===== config.mk =====
export PLATFORM = sky130hd
export DESIGN_NAME = vga_timing_gen
export DESIGN_NICKNAME = d
export VERILOG_FILES = /design/src/rtl/vga_timing_gen.sv
export SDC_FILE = /design/constraint.sdc
export NUM_CORES = 1
export LEC_CHECK = 0
export CELL_PAD_IN_SITES_DETAIL_PLACEMENT = 0
export CELL_PAD_IN_SITES_GLOBAL_PLACEMENT = 1
export CORE_UTILIZATION = 35
export CTS_CLUSTER_DIAMETER = 200
export DETAILED_ROUTE_END_ITERATION = 7
export PLACE_DENSITY_LB_ADDON = 0.25
export SLEW_MARGIN = 20
export SYNTH_ARGS = -nofsm -noshare
export SYNTH_HDL_FRONTEND = slang
export SYNTH_SLANG_ARGS = --single-unit

===== constraint.sdc =====
create_clock -name pclk -period 2.8 [get_ports pclk]
set_input_delay 0.56 -clock pclk [delete_from_list [all_inputs] [get_ports pclk]]
set_output_delay 0.56 -clock pclk [all_outputs]
set_load 0.02 [all_outputs]

===== src/rtl/vga_timing_gen.sv =====
// ---------------------------------------------------------------------------
// vga_timing_gen
//
// Source of the video timing for the pixel pipeline (default 1024x768 @ 60 Hz
// XGA, 65 MHz pixel clock). Produces the raster position plus sync and
// blanking flags. Every output is registered, and the flags are computed
// from the *next* count values. As a result, each flag always describes the
// position presented in the same cycle.
//
// Ports
//   pclk             in   1   pixel clock, rising edge
//   rst              in   1   synchronous, active-high reset (priority over en)
//   en               in   1   count enable; low freezes every output
//   hcount_out       out  11  horizontal pixel index, 0..H_TOTAL-1
//   vcount_out       out  11  vertical line index, 0..V_TOTAL-1
//   hsync_out        out  1   horizontal sync, active-high
//   vsync_out        out  1   vertical sync, active-high
//   hblnk_out        out  1   high outside the visible columns
//   vblnk_out        out  1   high outside the visible lines
//   frame_start_out  out  1   only with VGA_TIMING_FRAME_PULSE_EN defined:
//                             high for the one enabled cycle in which (0,0)
//                             is presented after a frame wrap
//
// Optional feature macro: VGA_TIMING_FRAME_PULSE_EN
// ---------------------------------------------------------------------------
module vga_timing_gen #(
    parameter int H_ACTIVE     = 1024,
    parameter int H_SYNC_START = 1048,
    parameter int H_SYNC_W     = 136,
    parameter int H_TOTAL      = 1344,
    parameter int V_ACTIVE     = 768,
    parameter int V_SYNC_START = 771,
    parameter int V_SYNC_W     = 6,
    parameter int V_TOTAL      = 806
) (
    input  logic        pclk,
    input  logic        rst,
    input  logic        en,
    output logic [10:0] hcount_out,
    output logic [10:0] vcount_out,
    output logic        hsync_out,
    output logic        vsync_out,
    output logic        hblnk_out,
    output logic        vblnk_out
`ifdef VGA_TIMING_FRAME_PULSE_EN
    ,
    output logic        frame_start_out
`endif
);

    // An inconsistent timing set stops elaboration.
    if (H_ACTIVE > H_SYNC_START || H_SYNC_START + H_SYNC_W > H_TOTAL || H_TOTAL > 2048) begin : g_bad_h
        $fatal(1, "vga_timing_gen: illegal horizontal timing parameters");
    end
    if (V_ACTIVE > V_SYNC_START || V_SYNC_START + V_SYNC_W > V_TOTAL || V_TOTAL > 2048) begin : g_bad_v
        $fatal(1, "vga_timing_gen: illegal vertical timing parameters");
    end

    localparam logic [10:0] H_LAST = 11'(H_TOTAL - 1);
    localparam logic [10:0] V_LAST = 11'(V_TOTAL - 1);

    logic [10:0] r_hcount;
    logic [10:0] r_vcount;
    logic        r_hsync;
    logic        r_vsync;
    logic        r_hblnk;
    logic        r_vblnk;

    logic        w_h_last;
    logic        w_v_last;
    logic [10:0] w_hcount_nxt;
    logic [10:0] w_vcount_nxt;
    logic        w_hsync_nxt;
    logic        w_vsync_nxt;
    logic        w_hblnk_nxt;
    logic        w_vblnk_nxt;

    assign w_h_last = (r_hcount == H_LAST);
    assign w_v_last = (r_vcount == V_LAST);

    // Next raster position. With en low the position is held, so the flags
    // below recompute to the values already on the outputs.
    always_comb begin
        // NOTE: defaults first, so every path assigns and no latch is inferred.
        w_hcount_nxt = r_hcount;
        w_vcount_nxt = r_vcount;
        if (en) begin
            if (w_h_last) begin
                w_hcount_nxt = '0;
                w_vcount_nxt = w_v_last ? 11'd0 : r_vcount + 11'd1;
            end else begin
                w_hcount_nxt = r_hcount + 11'd1;
            end
        end
    end

    // Flags are decoded from the next position, which gives zero skew
    // against the registered counts. The comparisons are done as int
    // because a sync end can reach 2048, which does not fit in 11 bits.
    assign w_hblnk_nxt = (int'(w_hcount_nxt) >= H_ACTIVE);
    assign w_hsync_nxt = (int'(w_hcount_nxt) >= H_SYNC_START) &&
                         (int'(w_hcount_nxt) <  H_SYNC_START + H_SYNC_W);
    assign w_vblnk_nxt = (int'(w_vcount_nxt) >= V_ACTIVE);
    assign w_vsync_nxt = (int'(w_vcount_nxt) >= V_SYNC_START) &&
                         (int'(w_vcount_nxt) <  V_SYNC_START + V_SYNC_W);

    always_ff @(posedge pclk) begin
        // NOTE: sequential state uses non-blocking assignments only.
        if (rst) begin
            r_hcount <= '0;
            r_vcount <= '0;
            r_hsync  <= 1'b0;
            r_vsync  <= 1'b0;
            r_hblnk  <= 1'b0;
            r_vblnk  <= 1'b0;
        end else begin
            r_hcount <= w_hcount_nxt;
            r_vcount <= w_vcount_nxt;
            r_hsync  <= w_hsync_nxt;
            r_vsync  <= w_vsync_nxt;
            r_hblnk  <= w_hblnk_nxt;
            r_vblnk  <= w_vblnk_nxt;
        end
    end

    assign hcount_out = r_hcount;
    assign vcount_out = r_vcount;
    assign hsync_out  = r_hsync;
    assign vsync_out  = r_vsync;
    assign hblnk_out  = r_hblnk;
    assign vblnk_out  = r_vblnk;

`ifdef VGA_TIMING_FRAME_PULSE_EN
    // The pulse marks the (0,0) reached by a frame wrap. The (0,0) left by
    // reset is presented with the reset value 0. With en low, the pulse is
    // held together with the frozen position.
    logic r_frame_start;
    logic w_frame_start_nxt;

    assign w_frame_start_nxt = en ? (w_h_last && w_v_last) : r_frame_start;

    always_ff @(posedge pclk) begin
        if (rst) begin
            r_frame_start <= 1'b0;
        end else begin
            r_frame_start <= w_frame_start_nxt;
        end
    end

    assign frame_start_out = r_frame_start;
`endif

endmodule

==> impl_metrics.tcl, run 1 <==
set metrics [dict create \
    critical_path.startpoint_type "primary input" \
    final_antenna_net_count 0 \
    worst-endpoint-required_ps 2980 \
    synthesis.yosys.warnings 0 \
    synth.cells.most_frequent "dfxtp_1 (25), nor2_1 (21), nand2_1 (14)" \
    grt_max_degree 15 \
    floorplan.initialDensity 0.380 \
    final-seq-area_um2 500 \
    synth_top_flop_cell "dfxtp_1" \
    ctsRootBufferMaster "clkbuf_8" \
    synth.net_count 178 \
    slew-limit-headroom 0.574 \
    hp-class "flop to flop" \
    track_usage 0.157 \
    crit_path_end_kind "flop" \
    synthesized_cell_area_mm2 0.00144 \
    synth_most_common_cell "dfxtp_1" \
    period_needed_ps 2540 \
    critical_path_class "primary input to flop" \
    finClkSkew_ps 6.28 \
    routability_congestion_estimate 0.802 \
    maxClockFrequency_mhz 394 \
    core-area_mm2 0.00380 \
    finalSetupViolCount 0 \
    synth_edf_count 0 \
    crit_fanout 2 \
    num_rows 22 \
    r2r_slack_ps 280 \
    finalInstanceArea_mm2 0.00181 \
    multi_input_comb_area_um2 871 \
    worst_setup_hold_path_clk_slew_ps 90 \
    drt_wl_total_mm 3.25 \
    holdPathStages 2 \
    synthToLayoutAreaGrowth_pct 25.6 \
    grt_pass1_wl_mm 5.26 \
    timing.critical_path.arrival_ps 2720 \
    design.die.area_mm2 0.00439 \
    fill_cells 397 \
    final.setup.worst_slack_ps 263 \
    nNetsFinal 206 \
    cts.sinks 25 \
    synth_top_cells_by_area "dfxtp_1 (35%), xnor2_1 (7.3%), nor2_1 (5.5%)" \
    first_pass_iters 4 \
    io_buffers 28 \
    wl_per_cell_um 13.1 \
    synthesis.area_per_instance_um2 8.39 \
    cts.path.max_buffers 2 \
    post_cts.repair.setup_buffers 0 \
    drtIter0Drc 66 \
    r2r_cells 7 \
    synth_seq_area_share 0.347 \
    synth_top_area_cell "dfxtp_1" \
    max_cap_viols 0 \
    first_global_vias 1151 \
    report.final.hold_viol_count 0 \
    h_tree_levels 1 \
    yosys.area.top_type_share 0.347 \
    placement.setup.worst_slack_ps -19.7 \
    cts.hold.buffers_added 0 \
    synth_cell_types 46 \
    irDropWorstVdd_mv 0.149 \
    grt_ovf 0 \
    rsz0062_at_grt "false" \
    postSynthCellCount 172 \
    route.detailed.drc 0 \
    fin_crit_sh 0.906 \
    boundaryPins 29 \
    post_cts.resized_instances 0 \
    outcome "complete, no violations" \
    drv_slew 0 \
    ys_async_sr_fraction 0 \
    final_layout_size_suffix_gt1_frac 0.0955 \
    tritoncts "built" \
    reported_leakage_power_nw 0.591 \
    number_of_antenna_violations_at_the_first_check_in_global_routing 0 \
    num_antenna_cells 0 \
    die-height_um 66.2 \
    worst-slew-pin-transition_ps 637 \
    chipWidth_um 66.2 \
    placed_area_mm2 0.00177 \
    routed_via_density 5.32 \
    cts_buffers 3 \
    synth.ff_latch_count 25 \
    powerDensity_mw_per_mm2 343 \
    post-dp-hpwl_mm 2.38 \
    worst_skew_pair.late_latency_ps 260 \
    via_count 1315 \
]
-- kinds of logic after synthesis --
logic type	after synthesis	share of synthesized area
AND/OR/NAND/NOR	85	0.328
XOR/XNOR	16	0.0971
AO/OA/AOI/OAI	26	0.127
multiplexers	3	0.0208
buffers and inverters	14	0.0546
adder cells (fa/ha/maj)	3	0.0260
flip-flops	25	0.347
-- registers in the layout, summed over array words and instances, names as in the netlist --
register and count:
hsync_out 1, vsync_out 1, vblnk_out 1, vcount_out 11, hcount_out 11
-- path summary, 6_finish.rpt --
check	start	endpoint
setup reg to reg	hcount_out[0]	vsync_out
hold reg to reg	hcount_out[1]	hcount_out[1]
hold / removal	hcount_out[1]	hcount_out[1]
setup / recovery	en	vsync_out
-- layer usage --
metal | up-vias | share of wire | GRT usage
met5 | - | 0 | 0
met3 | 2 | 0.034 | 0.0241
li1 | 671 | - | -
met1 | 617 | 0.54 | 0.234
met2 | 25 | 0.42 | 0.214
met4 | 0 | 0.0068 | 0.0718
-- report_power, final --
group | switching (mW) | total [mW] | internal (mW) | leakage (nW)
Combinational | 0.0215 | 0.0408 | 0.0194 | 0.366
Clock | 0.112 | 0.213 | 0.102 | 0.0228
Sequential | 0.00770 | 0.367 | 0.360 | 0.202
Total | 0.141 | 0.621 | 0.481 | 0.591
-- final cells by class --
type                       instances  area share
clock buffer                       4      0.0248
inverter                           3     0.00621
multi-input combinational        133       0.480
sequential                        25       0.276
tap                               48      0.0331
timing repair buffer              34       0.179
-- metrics by stage --
| stage | total power, mW | instances | hold slack (ps) | utilization | TNS (ps) |
|---|---|---|---|---|---|
| after floorplan | 0.399 | 172 | 628 | - | 0 |
| after global placement | 0.416 | 243 | 559 | 0.465 | -2.85 |
| after detailed placement | 0.417 | 243 | 576 | 0.465 | -19.7 |
| after global routing | 0.651 | 247 | 625 | 0.477 | 0 |
| final | 0.621 | 247 | 592 | 0.477 | 0 |
| after CTS | 0.634 | 247 | 593 | 0.477 | 0 |
-- critical path, cell delays in order --
cell	delay, ps
clkdlybuf4s50_1	470
nand3_1	110
or4_4	530
or4_4	530
a31oi_4	200
nand2_2	80
nor4_2	230
-- layout by cell type, fill, tap and decap left out, types with 2 or more instances in the layout --
| cell | Yosys | layout |
|---|---|---|
| inv_1 | 3 | 3 |
| o32ai_1 | 2 | 2 |
| and4_1 | 3 | 3 |
| dfxtp_1 | 25 | 25 |
| clkbuf_8 | 0 | 3 |
| nor3_1 | 13 | 13 |
| nand4_1 | 5 | 5 |
| nor2_1 | 21 | 21 |
| xnor2_1 | 12 | 12 |
| mux2i_1 | 3 | 3 |
| a21oi_1 | 9 | 9 |
| o21ai_0 | 4 | 4 |
| or4_4 | 2 | 2 |
| nor4_2 | 1 | 2 |
| o211ai_1 | 2 | 2 |
| nand2_1 | 14 | 14 |
| nand3_1 | 8 | 8 |
| nor4bb_1 | 2 | 2 |
| clkdlybuf4s50_1 | 0 | 28 |
| nor2b_1 | 2 | 2 |
| ha_1 | 3 | 3 |
| xor2_1 | 4 | 4 |
| buf_4 | 1 | 6 |
No activity file was read; power rests on OpenSTA's default activity.
==> run 2: changes to the inputs <==
--- a/config.mk
+++ b/config.mk
@@ -10,7 +10,7 @@
 export CORE_UTILIZATION = 35
 export CTS_CLUSTER_DIAMETER = 200
 export DETAILED_ROUTE_END_ITERATION = 7
-export PLACE_DENSITY_LB_ADDON = 0.25
+export PLACE_DENSITY = 0.78
 export SLEW_MARGIN = 20
 export SYNTH_ARGS = -nofsm -noshare
 export SYNTH_HDL_FRONTEND = slang
==> constraint.sdc (replaced) <==
create_clock -name pclk -period 3.3 [get_ports pclk]
set_input_delay 0.66 -clock pclk [delete_from_list [all_inputs] [get_ports pclk]]
set_output_delay 0.66 -clock pclk [all_outputs]
set_load 0.02 [all_outputs]
==> impl_metrics.tcl, run 2 (synthesized netlist as in run 1, its figures left out) <==
set metrics [dict create \
    outcome "complete, no violations" \
    fin_crit_sh 0.852 \
    finalSetupViolCount 0 \
    die-height_um 66.2 \
    mostFrequentLayoutCell "clkdlybuf4s50_1" \
    number_of_antenna_violations_at_the_first_check_in_global_routing 0 \
    worst_setup_hold_path_clk_slew_ps 90 \
    share_comb_of_total_power 0.066 \
    num_antenna_cells 0 \
    grt_pass1_wl_mm 5.47 \
    leading_cell_types_in_the_layout_fill_and_taps_excluded "clkdlybuf4s50_1 (28), dfxtp_1 (25), nor2_1 (21)" \
    post_cts.repair.setup_buffers 0 \
    sw_frac_of_total 0.231 \
    route.detailed.drc 0 \
    io_buffers 28 \
    post_cts.resized_instances 0 \
    grt_max_degree 14 \
    slew-limit-headroom 0.613 \
    drtIter0Drc 75 \
    crit_path_end_kind "flop" \
    chipWidth_um 66.2 \
    rsz0062_at_grt "false" \
    period_needed_ps 2810 \
    num_rows 22 \
    final_antenna_net_count 0 \
    critical_path.startpoint_type "primary input" \
    cts.sinks 25 \
    via_count 1324 \
    ctsRootBufferMaster "clkbuf_8" \
    drv_slew 0 \
    final.setup.worst_slack_ps 487 \
    track_usage 0.163 \
    report.final.hold_viol_count 0 \
    grt_ovf 0 \
    hp-class "flop to flop" \
    p_total_mw 0.530 \
    floorplan.initialDensity 0.380 \
    placement.setup.worst_slack_ps 224 \
    synthToLayoutAreaGrowth_pct 25.0 \
    core-area_mm2 0.00380 \
    worst-endpoint-required_ps 3470 \
    cts.path.max_buffers 2 \
    clock_power_share 0.346 \
    h_tree_levels 1 \
    routed_via_density 5.38 \
    timing.critical_path.arrival_ps 2980 \
    wl_per_cell_um 13.3 \
    nNetsFinal 205 \
    boundaryPins 29 \
    tritoncts "built" \
    final_layout_size_suffix_gt1_frac 0.0909 \
    first_global_vias 1179 \
    irDropWorstVdd_mv 0.165 \
    switchingPower_mw 0.122 \
    first_pass_iters 4 \
    max_cap_viols 0 \
    powerDensity_mw_per_mm2 294 \
    cts.hold.buffers_added 0 \
    worst_skew_pair.late_latency_ps 270 \
    placed_area_mm2 0.00176 \
    post-dp-hpwl_mm 2.42 \
    finClkSkew_ps 7.01 \
    routability_congestion_estimate 0.817 \
    drt_wl_total_mm 3.28 \
    reported_leakage_power_nw 0.588 \
    power_frac_seq 0.587 \
    worst-slew-pin-transition_ps 579 \
    maxClockFrequency_mhz 356 \
    cts_buffers 3 \
    design.die.area_mm2 0.00439 \
    final_tns_setup_ps 0 \
    internal_power_mw 0.408 \
    crit_fanout 10 \
    finalInstanceArea_mm2 0.00181 \
    fill_cells 387 \
    critical_path_class "primary input to flop" \
]
==> run 2: layout make-up <==
class / instances / area [µm²] / share of cell area
Clock buffer: 4 / 45.0 / 0.0249
Inverter: 3 / 11.3 / 0.00624
Tap cell: 48 / 60.1 / 0.0333
Sequential cell: 25 / 500 / 0.277
Timing Repair Buffer: 33 / 318 / 0.176
Multi-Input combinational cell: 133 / 871 / 0.482
==> run 2: power groups by stage <==
stage | clock network [mW] | registers (mW) | logic, mW
finish | 0.184 | 0.312 | 0.0352
global route | 0.208 | 0.313 | 0.0382
CTS | 0.190 | 0.311 | 0.0352
detailed placement | 0 | 0.319 | 0.0349
global placement | 0 | 0.318 | 0.0346
floorplan | 0 | 0.322 | 0.0168
==> run 2: stage by stage <==
stage	hold WS [ps]	utilization	instances
final	594	0.475	246
after detailed placement	578	0.463	242
after CTS	596	0.475	246
after global placement	556	0.463	242
after floorplan	629	-	172
after global routing	624	0.475	246
==> run 2: path summary, 6_finish.rpt <==
| check | slack (ps) | depth (start not counted) | startpoint | to |
|---|---|---|---|---|
| max | 490 | 7 | en | vsync_out |
| min reg2reg | 590 | 2 | hcount_out[10] | hcount_out[10] |
| max reg2reg | 620 | 7 | hcount_out[0] | vsync_out |
| min | 590 | 2 | hcount_out[10] | hcount_out[10] |
==> run 2: layer usage <==
layer	wire length [µm]	share of wire	up-vias	global-route usage
met2	1460	0.45	44	0.241
met3	155	0.047	2	0.0172
met4	22	0.0067	0	0.0532
met1	1640	0.50	609	0.244
li1	-	-	669	-
met5	0	0	-	0
==> run 2: critical path, stage by stage <==
cell and delay [ps]:
clkdlybuf4s50_1 480, nand3_1 130, or4_4 610, or4_4 550
a31oi_4 200, nand2_2 80, nor4_2 260
==> run 3: changes to the inputs <==
--- a/config.mk
+++ b/config.mk
@@ -7,10 +7,11 @@
 export LEC_CHECK = 0
 export CELL_PAD_IN_SITES_DETAIL_PLACEMENT = 0
 export CELL_PAD_IN_SITES_GLOBAL_PLACEMENT = 1
-export CORE_UTILIZATION = 35
+export CORE_UTILIZATION = 34
 export CTS_CLUSTER_DIAMETER = 200
 export DETAILED_ROUTE_END_ITERATION = 7
-export PLACE_DENSITY = 0.78
+export PLACE_DENSITY = 0.79
+export SETUP_SLACK_MARGIN = 0.15
 export SLEW_MARGIN = 20
 export SYNTH_ARGS = -nofsm -noshare
 export SYNTH_HDL_FRONTEND = slang
==> constraint.sdc (replaced) <==
create_clock -name pclk -period 2.5 [get_ports pclk]
set_input_delay 0.5 -clock pclk [delete_from_list [all_inputs] [get_ports pclk]]
set_output_delay 0.5 -clock pclk [all_outputs]
set_load 0.02 [all_outputs]
==> impl_metrics.tcl, run 3 (synthesized netlist as in run 1, its figures left out) <==
set metrics [dict create \
    route.detailed.drc 0 \
    report.final.hold_viol_count 0 \
    grt_ovf 0 \
    number_of_antenna_violations_at_the_first_check_in_global_routing 0 \
    crit_chain "or3b_4 -> or4_4 -> or4_4 -> a31oi_4 -> nand2_2 -> nor4_2" \
    nNetsFinal 210 \
    ctsRootBufferMaster "clkbuf_8" \
    cts.sinks 25 \
    hold_ws_ps 579 \
    num_antenna_cells 0 \
    first_global_vias 1229 \
    synthToLayoutAreaGrowth_pct 31.6 \
    tritoncts "built" \
    boundaryPins 29 \
    worst-endpoint-required_ps 2680 \
    holdPathStages 2 \
    drt_wl_total_mm 3.38 \
    final.setup.worst_slack_ps 289 \
    post-dp-hpwl_mm 2.48 \
    outcome "complete, no violations" \
    worst_setup_hold_path_clk_slew_ps 90 \
    worst_path_most_repeated_cell "or4_4" \
    chipWidth_um 67.2 \
    first_pass_iters 4 \
    io_buffers 28 \
    timing.critical_path.arrival_ps 2390 \
    grt_pass1_wl_mm 5.76 \
    track_usage 0.167 \
    crit_path_end_kind "flop" \
    r2r_cells 6 \
    final_antenna_net_count 0 \
    hp-class "flop to flop" \
    critPathBufInv 0 \
    fin_crit_sh 0.884 \
    cts.path.max_buffers 2 \
    maxClockFrequency_mhz 452 \
    irDropWorstVdd_mv 0.147 \
    timing.critical_path.depth 6 \
    wl_per_cell_um 13.4 \
    post-route-util 0.472 \
    placement.setup.worst_slack_ps -9.24 \
    crit_slowest_cell "or4_4" \
    p_total_mw 0.702 \
    leading_cell_types_in_the_layout_fill_and_taps_excluded "clkdlybuf4s50_1 (27), nor2_1 (20), dfxtp_1 (16)" \
    cp_top_family "simple AND/OR/NAND/NOR gates" \
    num_rows 23 \
    cts_buffers 3 \
    max_cap_viols 0 \
    crit_fanout 7 \
    grt_max_degree 15 \
    critical_path.startpoint_type "flop" \
    critical_path_class "flop to flop" \
    design.die.area_mm2 0.00451 \
    via_count 1344 \
    mostFrequentLayoutCell "clkdlybuf4s50_1" \
    period_needed_ps 2210 \
    rsz0062_at_grt "false" \
    drtIter0Drc 86 \
    floorplan.initialDensity 0.358 \
    reported_leakage_power_nw 0.644 \
    slew-limit-headroom 0.614 \
    core-area_mm2 0.00403 \
    powerDensity_mw_per_mm2 369 \
    routed_via_density 5.31 \
    cpPeakStageDelay_ps 480 \
    worst-slew-pin-transition_ps 577 \
    worst_skew_pair.late_latency_ps 270 \
    h_tree_levels 1 \
    finalSetupViolCount 0 \
    drv_slew 0 \
    die-height_um 67.2 \
    final_layout_size_suffix_gt1_frac 0.182 \
    finClkSkew_ps 7.65 \
    routability_congestion_estimate 0.837 \
]
## run 3: cell count changes in the layout (fill, tap and decap cells not counted), moves of 2 or more
cell / previous run / this run
dfxtp_1: 25 / 16
dfxtp_4: 0 / 2
buf_4: 5 / 9
dfxtp_2: 0 / 7
## run 3: repair_timing
| action | in CTS | in global routing |
|---|---|---|
| hold endpoints to repair | 0 | 0 |
| setup buffers | 0 | 1 |
| hold buffers | 0 | 0 |
| gates resized for setup | 0 | 8 |
| setup endpoints to repair | 0 | 1 |
## run 3: path summary, 6_finish.rpt
path / from / to / slack (ps)
worst min register to register: hcount_out[10] / hcount_out[10] / 580
worst min-delay path: hcount_out[10] / hcount_out[10] / 580
worst max-delay path: hcount_out[8] / vsync_out / 290
worst max register to register: hcount_out[8] / vsync_out / 290
## run 3: power by group
group          internal (mW)  switching, mW
logic                 0.0233         0.0254
clock network          0.112          0.130
registers              0.402        0.00971
## run 3: worst reg2reg max path, cell delays in order (launching register included)
cell     delay [ps]
dfxtp_4         390
or3b_4          410
or4_4           480
or4_4           450
a31oi_4         180
nand2_2          80
nor4_2          130
## run 3: final cells by class
type                            instances  area [µm²]
Fill cell                             401        2130
Tap cell                               50        62.6
Clock buffer                            3        41.3
Timing Repair Buffer                   38         362
Multi-Input combinational cell        133         902
Sequential cell                        25         517
Inverter                                3        11.3
Clock inverter                          1        5.00
## run 3: layer usage
layer | GRT usage | wire (µm) | part of all wire
met1 | 0.234 | 1650 | 0.49
met2 | 0.258 | 1540 | 0.45
met3 | 0.0236 | 145 | 0.043
met4 | 0.0638 | 49 | 0.014
met5 | 0 | 0 | 0
## run 3: per-stage QoR
| step | cell area, µm² | setup TNS [ps] | instances |
|---|---|---|---|
| 3_5_place_dp | 1820 | -9.24 | 248 |
| 6_report | 1900 | 0 | 253 |
| 3_3_place_gp | 1820 | 0 | 248 |
| 5_1_grt | 1900 | 0 | 253 |
| 4_1_cts | 1870 | 0 | 252 |
| 2_1_floorplan | 1470 | 0 | 172 |
